[src/rtl/pc_unit.sv]
// Program counter with priority next-PC selection and an optional return-address stack.
// Define PC_UNIT_RAS_EN to build the return-address stack in; otherwise ret behaves as a plain jump.
module pc_unit #(
    parameter int unsigned      WIDTH        = 32,
    parameter logic [WIDTH-1:0] RESET_VECTOR = '0,
    parameter int unsigned      RAS_DEPTH    = 4
) (
    input  logic                        clk_i,
    input  logic                        rst_ni,
    input  logic                        stall_i,
    input  logic                        redirect_valid_i,
    input  logic [WIDTH-1:0]            redirect_target_i,
    input  logic [1:0]                  pc_src_i,
    input  logic [WIDTH-1:0]            imm_ext_i,
    input  logic [WIDTH-1:0]            jump_target_i,
    input  logic                        call_i,
    input  logic                        ret_i,
    output logic [WIDTH-1:0]            pc_o,
    output logic [WIDTH-1:0]            pc_plus4_o,
    output logic [$clog2(RAS_DEPTH):0]  ras_count_o,
    output logic                        misaligned_o,
    output logic                        ras_underflow_o
);

    localparam int unsigned      CW   = $clog2(RAS_DEPTH) + 1;
    localparam int unsigned      PW   = $clog2(RAS_DEPTH);
    localparam logic [WIDTH-1:0] FOUR = WIDTH'(4);
`ifdef PC_UNIT_RAS_EN
    localparam bit RAS_EN = 1'b1;
`else
    localparam bit RAS_EN = 1'b0;
`endif

    logic [WIDTH-1:0] pc_q, pc_d;
    logic [WIDTH-1:0] pcPlus4_q, pcPlus4_d;
    logic             misaligned_q, misaligned_d;
    logic             underflow_q, underflow_d;
    logic [WIDTH-1:0] rawTarget;
    logic             loadEn;
    logic             retHit;
    logic [WIDTH-1:0] topEntry;

`ifdef PC_UNIT_RAS_EN
    logic [WIDTH-1:0] ras_q [RAS_DEPTH];
    logic [PW-1:0]    wrPtr_q, wrPtr_d;
    logic [PW-1:0]    topPtr;
    logic [PW-1:0]    pushPtr;
    logic             pushEn;
    logic [CW-1:0]    count_q, count_d;

    assign topPtr   = wrPtr_q - PW'(1);
    assign topEntry = ras_q[topPtr];
    assign retHit   = ret_i && (count_q != '0);

    // A simultaneous call+ret reuses the popped slot, so pointer and count stay put.
    always_comb begin
        count_d = count_q;
        wrPtr_d = wrPtr_q;
        pushEn  = 1'b0;
        pushPtr = wrPtr_q;
        if (redirect_valid_i) begin
            count_d = '0;
        end else if (!stall_i) begin
            if (call_i && retHit) begin
                pushEn  = 1'b1;
                pushPtr = topPtr;
            end else if (call_i) begin
                pushEn  = 1'b1;
                wrPtr_d = wrPtr_q + PW'(1);
                if (count_q != CW'(RAS_DEPTH)) begin
                    count_d = count_q + CW'(1);
                end
            end else if (retHit) begin
                wrPtr_d = topPtr;
                count_d = count_q - CW'(1);
            end
        end
    end

    always_ff @(posedge clk_i or negedge rst_ni) begin
        if (!rst_ni) begin
            count_q <= '0;
            wrPtr_q <= '0;
        end else begin
            count_q <= count_d;
            wrPtr_q <= wrPtr_d;
        end
    end

    // Entries carry no reset; only the ras_count newest slots are meaningful.
    always_ff @(posedge clk_i) begin
        if (pushEn) begin
            ras_q[pushPtr] <= pcPlus4_q;
        end
    end

    assign ras_count_o = count_q;
`else
    logic unusedCall;

    assign unusedCall  = call_i;
    assign retHit      = 1'b0;
    assign topEntry    = '0;
    assign ras_count_o = '0;
`endif

    always_comb begin
        rawTarget    = pc_q;
        loadEn       = 1'b1;
        underflow_d  = 1'b0;
        misaligned_d = 1'b0;
        pc_d         = pc_q;
        pcPlus4_d    = pcPlus4_q;
        if (redirect_valid_i) begin
            rawTarget = redirect_target_i;
        end else if (stall_i) begin
            loadEn = 1'b0;
        end else if (ret_i) begin
            if (retHit) begin
                rawTarget = topEntry;
            end else begin
                rawTarget   = jump_target_i;
                underflow_d = RAS_EN;
            end
        end else begin
            unique case (pc_src_i)
                2'b01:   rawTarget = pc_q + imm_ext_i;
                2'b10:   rawTarget = jump_target_i;
                default: rawTarget = pcPlus4_q;
            endcase
        end
        if (loadEn) begin
            misaligned_d = |rawTarget[1:0];
            pc_d         = {rawTarget[WIDTH-1:2], 2'b00};
            pcPlus4_d    = pc_d + FOUR;
        end
    end

    always_ff @(posedge clk_i or negedge rst_ni) begin
        if (!rst_ni) begin
            pc_q         <= RESET_VECTOR;
            pcPlus4_q    <= RESET_VECTOR + FOUR;
            misaligned_q <= 1'b0;
            underflow_q  <= 1'b0;
        end else begin
            pc_q         <= pc_d;
            pcPlus4_q    <= pcPlus4_d;
            misaligned_q <= misaligned_d;
            underflow_q  <= underflow_d;
        end
    end

    assign pc_o            = pc_q;
    assign pc_plus4_o      = pcPlus4_q;
    assign misaligned_o    = misaligned_q;
    assign ras_underflow_o = underflow_q;

endmodule

[config.mk]
export PLATFORM = sky130hd
export DESIGN_NAME = pc_unit
export DESIGN_NICKNAME = d
export VERILOG_FILES = /design/src/rtl/pc_unit.sv
export SDC_FILE = /design/constraint.sdc
export NUM_CORES = 1
export LEC_CHECK = 0
export CAP_MARGIN = 5
export CORE_MARGIN = 2
export CORE_UTILIZATION = 40
export CTS_BUF_LIST = sky130_fd_sc_hd__clkbuf_16
export DETAILED_ROUTE_END_ITERATION = 7
export PLACE_DENSITY = 0.66
export SETUP_SLACK_MARGIN = 0.05
export SYNTH_ARGS = -nofsm -noshare
export SYNTH_HDL_FRONTEND = slang
export SYNTH_SLANG_ARGS = --single-unit
[constraint.sdc]
create_clock -name clk_i -period 10.26 [get_ports clk_i]
set_input_delay 1.026 -clock clk_i [delete_from_list [all_inputs] [get_ports clk_i]]
set_output_delay 1.026 -clock clk_i [all_outputs]
set_load 0.01 [all_outputs]
# Word level (Yosys, flattened, before mapping)
# Cells that the tools add are included.
# word_totals
wordCells,15
out_inout_bits,69
in_bits,104
reg_bits,63
# op_classes
n_eq_ne,2
n_addsub,2
muxes,7
n_reduce_logical,1
# op_table
operator,count
$mux W32,3
$pmux W32 S2,1
$add A32 B3 Y32 const B,1
$add A32 B32 Y32,1
$mux W1,3
$eq A2 B1 Y1 const B,1
$eq A2 B2 Y1 const B,1
$reduce_or A2 Y1,1

# Depth between registers and ports, before layout
# Gate-level depths: netlist of the first run.
# depth
depth_word,7
mapped_depth,16
mapped_depth_nobuf,14

# Worst setup path after synthesis of the first run
# Ideal clock, no wire load.
# synth_path
path_kind,in2reg
from,input port pc_src_i[0]
to,"register pcPlus4_q[26], in the netlist pc_plus4_o[26]"
path_stages,16
n_path_buf,2
setup_ns,0.069
required_time_ns,10.191
setup_slack_ns,6.171
arrival_ns,4.020
path_cell_list,inv_1 -> ha_1 -> nor2b_1 -> buf_4 -> or2_4 -> buf_8 -> a221oi_2 -> a221oi_4 -> ha_1 -> and2_1 -> and4_1 -> nand4_4 -> nor4_4 -> nand4_2 -> or4_1 -> nand3_1
# synth_via
elab_chain_len,6
word_cells_on_any_way,7
cone_classes,1 x add/sub; 2 x eq/ne; 4 x mux
# synth_lines
item,line_no,source
from (decl),13,"input logic [1:0] pc_src_i,"
$eq A2 B2 Y1 or $eq A2 B1 Y1 (tied branches),126,unique case (pc_src_i)
$pmux W32 S2 (*),126,
$mux W32 (*),118,end else if (ret_i) begin
$mux W32 (*),116,end else if (stall_i) begin
$mux W32 (*),114,if (redirect_valid_i) begin
net rawTarget[3],38,logic [WIDTH-1:0] rawTarget;
$add A32 B3 Y32 (*),135,pcPlus4_d = pc_d + FOUR;
to (signal assigned),142,pcPlus4_q <= RESET_VECTOR + FOUR;
to (signal assigned),147,pcPlus4_q <= pcPlus4_d;
to (decl),35,"logic [WIDTH-1:0] pcPlus4_q, pcPlus4_d;"
# The timed path passes the listed nets; every way through them passes the cells marked *.
# A chain may end at the register's enable or synchronous reset.

# Worst setup path after layout of the first run
# Ends and elaborated chain as after synthesis.

==> impl_metrics.tcl, run 1 <==
set metrics [dict create \
    clkTransAtPathRegs_ps 50 \
    postSynth.asyncResetShare 1.00 \
    ir_drop_v 0.0000860 \
    htree_levels 3 \
    skew_ps 8.27 \
    area_delta_synth_final_pct 33.5 \
    grt_antenna_before_repair 0 \
    fmax_mhz 188 \
    first_global_vias 6417 \
    crit_type "primary input to flip-flop" \
    synthCells 750 \
    critPathMaxStageDelay_ps 850 \
    start_kind "primary input" \
    yosysTopAreaCell "dfrtp_1" \
    die_y_um 126 \
    power_density_nw_per_um2 138 \
    final_area_um2 8000 \
    start_util 0.411 \
    io_pins 173 \
    coreArea_um2 14600 \
    hp-class "flip-flop to flip-flop" \
    wl_per_cell_um 22.1 \
    synth-adder-area-share 0.0702 \
    dp_hpwl_um 18300 \
    clockBufferDepth 2 \
    finalCritPeriodShare 0.519 \
    setup_tns_ps 0 \
    cts_tree "done" \
    cts_made_buffers 9 \
    ys_ff_latch 61 \
    grt_pass1_wl_um 35900 \
    slew_violations 0 \
    yosys.area_share.simple 0.237 \
    io_buffer_count 163 \
    cap_violations 0 \
    die_x_um 126 \
    end_kind "flip-flop" \
    tightestPinTransition_ps 916 \
    synth_sequential_area_ratio 0.255 \
    synth_edf_count 0 \
    routed_wl_um 23800 \
    cts_setup_buffers 0 \
    synth_compound_area_frac 0.317 \
    rsz0062_at_grt "no" \
    root_buffer "clkbuf_16" \
    path_max_fanout 15 \
    slew_headroom 0.388 \
    gp_congestion 0.965 \
    ant_nets 0 \
    total_power_mw 1.10 \
    dpl.cell_count 1063 \
    cts.sinks 61 \
    setup_violations 0 \
    cts_resized 0 \
    crit_chain "clkdlybuf4s50_1, inv_1, ha_1, nor3b_4, nand2b_1, a221oi_4, ha_1, and2_1, and4_1, nand4_4, nor4_4, nand4_2, or4_1, nand3_1" \
    regArea_um2 1530 \
    drt_iter0_drc 594 \
    cpMaxStageDelayCell "nor3b_4" \
    diodes 0 \
    synth_area_um2 5990 \
    ctsHoldBuffers 0 \
    fillers 1378 \
    ys_warn_count 0 \
    yosys-mux-area-fraction 0.0180 \
    drcViolationCount 0 \
    layout-drive-gt1-share 0.0726 \
    outcome "finished, final reports clean" \
    dpl-instance-area_um2 7690 \
    yosysUniqueCellTypes 92 \
    vias 6649 \
    layoutNonFillerInstCount 1079 \
    dr.pass1.iters 5 \
    layout.nets 1027 \
    grt_usage 0.287 \
    synth_xor_xnor_area_share 0.0439 \
    multi_input_area_um2 4150 \
    die_area_um2 16000 \
    yosysTopAreaCellShare 0.251 \
    cp.arrival_ps 5590 \
    grt_max_degree 62 \
    critPathMostFrequentCell "ha_1" \
    hold_viol 0 \
    finalCriticalPeriod_ps 5320 \
    syn_avg_cell_area_um2 7.99 \
    vias_per_cell 6.16 \
    cp.required_ps 10530 \
    p_leak_nw 3.14 \
    std_cell_rows 44 \
    synth_top_family_by_area "compound AO/OA/AOI/OAI gates" \
    clock_latency_ps 330 \
    gr-total-overflow 0 \
    synth.area.top_cells "dfrtp_1 25%, ha_1 6.7%, nand2_1 5.1%" \
    yosys_most_used_dff "dfrtp_1" \
]
==> metrics by stage <==
step | setup WS [ps] | util | hold slack (ps)
2_1_floorplan | 6170 | - | 512
3_3_place_gp | 4660 | 0.527 | 496
3_5_place_dp | 4640 | 0.527 | 505
4_1_cts | 4970 | 0.548 | 516
5_1_grt | 4730 | 0.548 | 548
6_report | 4940 | 0.548 | 514
==> layout by cell type, fill, tap and decap left out, drive strengths merged, types with 6 or more instances in the layout <==
master / n
a211oi: 12
a21o: 6
a21oi: 58
a221o: 10
a221oi: 15
and2: 8
and3: 12
buf: 9
clkbuf: 9
clkdlybuf4s50: 162
conb: 8
dfrtp: 60
ha: 32
inv: 27
mux2: 6
nand2: 83
nand2b: 15
nand3: 21
nand4: 18
nor2: 51
nor3: 20
nor4: 7
o211ai: 9
o21a: 24
o21ai: 69
o22ai: 14
o31ai: 10
or2: 6
xnor2: 19
xor2: 11
==> path summary, 6_finish.rpt <==
path,start,end,slack (ps),cells after the start
min in group asynchronous,rst_ni,pc_o[2],850,2
min,pc_plus4_o[5],pc_plus4_o[5],510,2
max in group asynchronous,rst_ni,pc_o[18],8820,2
min reg2reg,pc_plus4_o[5],pc_plus4_o[5],510,2
max,pc_src_i[0],pc_plus4_o[26],4940,14
max reg2reg,pc_o[3],pc_plus4_o[31],5990,11
==> Yosys cell counts (all sizes together), types with 5 or more instances <==
master,instances
and2,8
mux2,6
o21a,24
o22ai,14
dfrtp,60
nand4,18
o211ai,9
o31ai,10
nor2,51
or2,6
xnor2,19
a221oi,15
clkbuf,25
a221o,10
or4,5
nor3,20
ha,32
nand2b,15
nor4,7
a211oi,12
nand2,83
buf,24
nand3,21
a21oi,58
o221ai,5
inv,26
and3,12
a31oi,5
xor2,11
a21o,6
o21ai,69
==> where the power goes <==
group          switching [mW]  total (mW)  internal (mW)
logic                   0.263       0.469          0.206
clock network           0.112       0.321          0.209
registers              0.0376       0.311          0.273
total                   0.412        1.10          0.688
==> kinds of logic (layout without fill, tap and decap cells) <==
logic type,count (synthesis),in the layout
xor gates and xnor gates,30,30
muxes,10,10
other,1,8
adders and majority gates,33,33
buffers and inverters,75,213
DFF,61,61
AOI/OAI and AO/OA,273,273
and+or+nand+nor,267,267
==> worst max-delay path, delay by kind of cell <==
kind,cells,cell delay [ps]
fa+ha+maj,2,750
compound gates,1,320
simple gates,9,2940
buf+inv,2,540
==> area by class of cell <==
class,instances,share of cell area
multi-input cells,621,0.519
repair buffers,171,0.211
flip-flops and latches,61,0.191
well taps,184,0.0288
clock buffers,9,0.0282
inverters,26,0.0122
clock inverters,7,0.0102
==> registers in the layout, summed over array words and instances (netlist names) <==
signal        count
misaligned_o      1
pc_o             30
pc_plus4_o       30
==> per-layer routing <==
layer  global-route usage  part of all wire  up-vias  wire, um
li1                     -                 -     3114         -
met1                0.403              0.45     3182     10700
met2                0.449              0.45      321     10700
met3               0.0565             0.081       32      1930
met4               0.0821             0.019        0       456
met5                    0                 0        -         0
Note: power is estimated with default switching activity, not from simulation.
==> inputs of run 2 (changes only) <==
clock period = 5.1 ns   (was 10.26 ns; I/O delays follow)
==> impl_metrics.tcl, run 2 (same netlist as run 1, synthesis figures left out) <==
set metrics [dict create \
    cp.required_ps 5330 \
    grt_max_degree 62 \
    grt_pass1_wl_um 36000 \
    drt_iter0_drc 664 \
    die_y_um 126 \
    crit_chain "clkdlybuf4s50_1, ha_1, nand4_2, nor3_1, a21oi_1, a211oi_1, or4_1, a31oi_1, a211oi_1, nand3_1, o31a_1, o31ai_1" \
    vias_per_cell 6.13 \
    root_buffer "clkbuf_16" \
    coreArea_um2 14600 \
    end_kind "flip-flop" \
    gr-total-overflow 0 \
    slew_headroom 0.434 \
    die_x_um 126 \
    area_delta_synth_final_pct 35.2 \
    ctsHoldBuffers 0 \
    top_signal_layer_used "met4" \
    std_cell_rows 44 \
    rsz0062_at_grt "no" \
    p_leak_nw 3.21 \
    cp.arrival_ps 4600 \
    vias 6705 \
    setup_violations 0 \
    total_power_mw 2.23 \
    power_density_nw_per_um2 275 \
    cts_tree "done" \
    cpMaxStageDelayCell "nor3_1" \
    routed-wl-met2_um 10800 \
    fin_util 0.555 \
    io_pins 173 \
    r2r_cells 11 \
    clkTransAtPathRegs_ps 50 \
    ant_nets 0 \
    layout-drive-gt1-share 0.0869 \
    grt_usage 0.289 \
    cts_setup_buffers 0 \
    critPathMaxStageDelay_ps 590 \
    cts_made_buffers 9 \
    r2r_start "pc_o[7]" \
    outcome "finished, final reports clean" \
    path_max_fanout 8 \
    diodes 0 \
    layout.nets 1041 \
    fmax_mhz 229 \
    wl_met3_um 1690 \
    dr.pass1.iters 7 \
    whs_ps 336 \
    clock_latency_ps 340 \
    cts.sinks 61 \
    drcViolationCount 0 \
    hp-class "primary input to async pin" \
    pre_cts_ws_ps 575 \
    timing.rr.end "pc_plus4_o[31]" \
    setup_ws_ps 731 \
    io_buffer_count 163 \
    start_util 0.411 \
    tightestPinTransition_ps 850 \
    first_global_vias 6439 \
    crit_type "primary input to flip-flop" \
    critPathMostFrequentCell "a211oi_1" \
    cts_resized 0 \
    slew_violations 0 \
    grt_antenna_before_repair 0 \
    layout_commonest_cell "clkdlybuf4s50_1" \
    gp_congestion 0.934 \
    finalCriticalPeriod_ps 4370 \
    clockBufferDepth 2 \
    skew_ps 7.46 \
    dp_hpwl_um 18600 \
    cap_violations 0 \
    routed_wl_um 23900 \
    rrSetupSlack_ps 870 \
    finalCritPeriodShare 0.857 \
    hold_viol 0 \
    wl_per_cell_um 21.9 \
    setup_tns_ps 0 \
    htree_levels 3 \
    final_cell_mix "162 x clkdlybuf4s50_1, 81 x nand2_1, 60 x dfrtp_1, 55 x o21ai_0, 55 x a21oi_1" \
    wl_met1_um 10900 \
    ir_drop_v 0.000218 \
    start_kind "primary input" \
    die_area_um2 16000 \
]
run 2: cell count changes in the layout (fill, tap and decap cells not counted):
cell / before / now
buf_4: 8 / 22
run 2: critical path: cells and delay by family:
kind / cells / cell delay (ps)
compound gates: 6 / 1900
simple gates: 4 / 1260
fa+ha+maj: 1 / 520
buf+inv: 1 / 400
run 2: metal layers:
layer / up-vias / GRT usage
li1: 3136 / -
met1: 3245 / 0.419
met2: 286 / 0.444
met3: 38 / 0.0481
met4: 0 / 0.0853
met5: - / 0
run 2: final cells by class:
class | count | area, um2
Fill cell | 1372 | 6490
Multi-Input combinational cell | 621 | 4150
Timing Repair Buffer | 185 | 1790
Sequential cell | 61 | 1530
Tap cell | 184 | 230
Clock buffer | 9 | 225
Inverter | 26 | 97.6
Clock inverter | 7 | 81.3
run 2: worst max-delay path by stage:
| stage | startpoint | end | slack, ps | cells past startpoint |
|---|---|---|---|---|
| finish | imm_ext_i[7] | pc_plus4_o[31] | 730 | 12 |
| detailed placement | imm_ext_i[7] | pc_plus4_o[31] | 570 | 12 |
| CTS | imm_ext_i[7] | pc_plus4_o[31] | 880 | 12 |
| floorplan | pc_src_i[0] | pc_plus4_o[26] | 1530 | 16 |
| global placement | imm_ext_i[7] | pc_plus4_o[31] | 650 | 12 |
| global route | imm_ext_i[7] | pc_plus4_o[31] | 400 | 12 |
run 2: stage by stage:
step / instance area, um2 / cells
2_1_floorplan: 6020 / 757
3_3_place_gp: 7790 / 1077
3_5_place_dp: 7790 / 1077
4_1_cts: 8100 / 1093
5_1_grt: 8100 / 1093
6_report: 8100 / 1093
run 2: power breakdown:
group          internal, mW  switching, mW
Clock                 0.420          0.221
Combinational         0.426          0.532
Sequential            0.549         0.0771
Total                  1.40          0.830
==> inputs of run 3 (changes only) <==
CTS_CLUSTER_SIZE = 10   (was default)
==> results of run 3 <==
The final DEF is identical to that of run 2; final timing and power are the same.
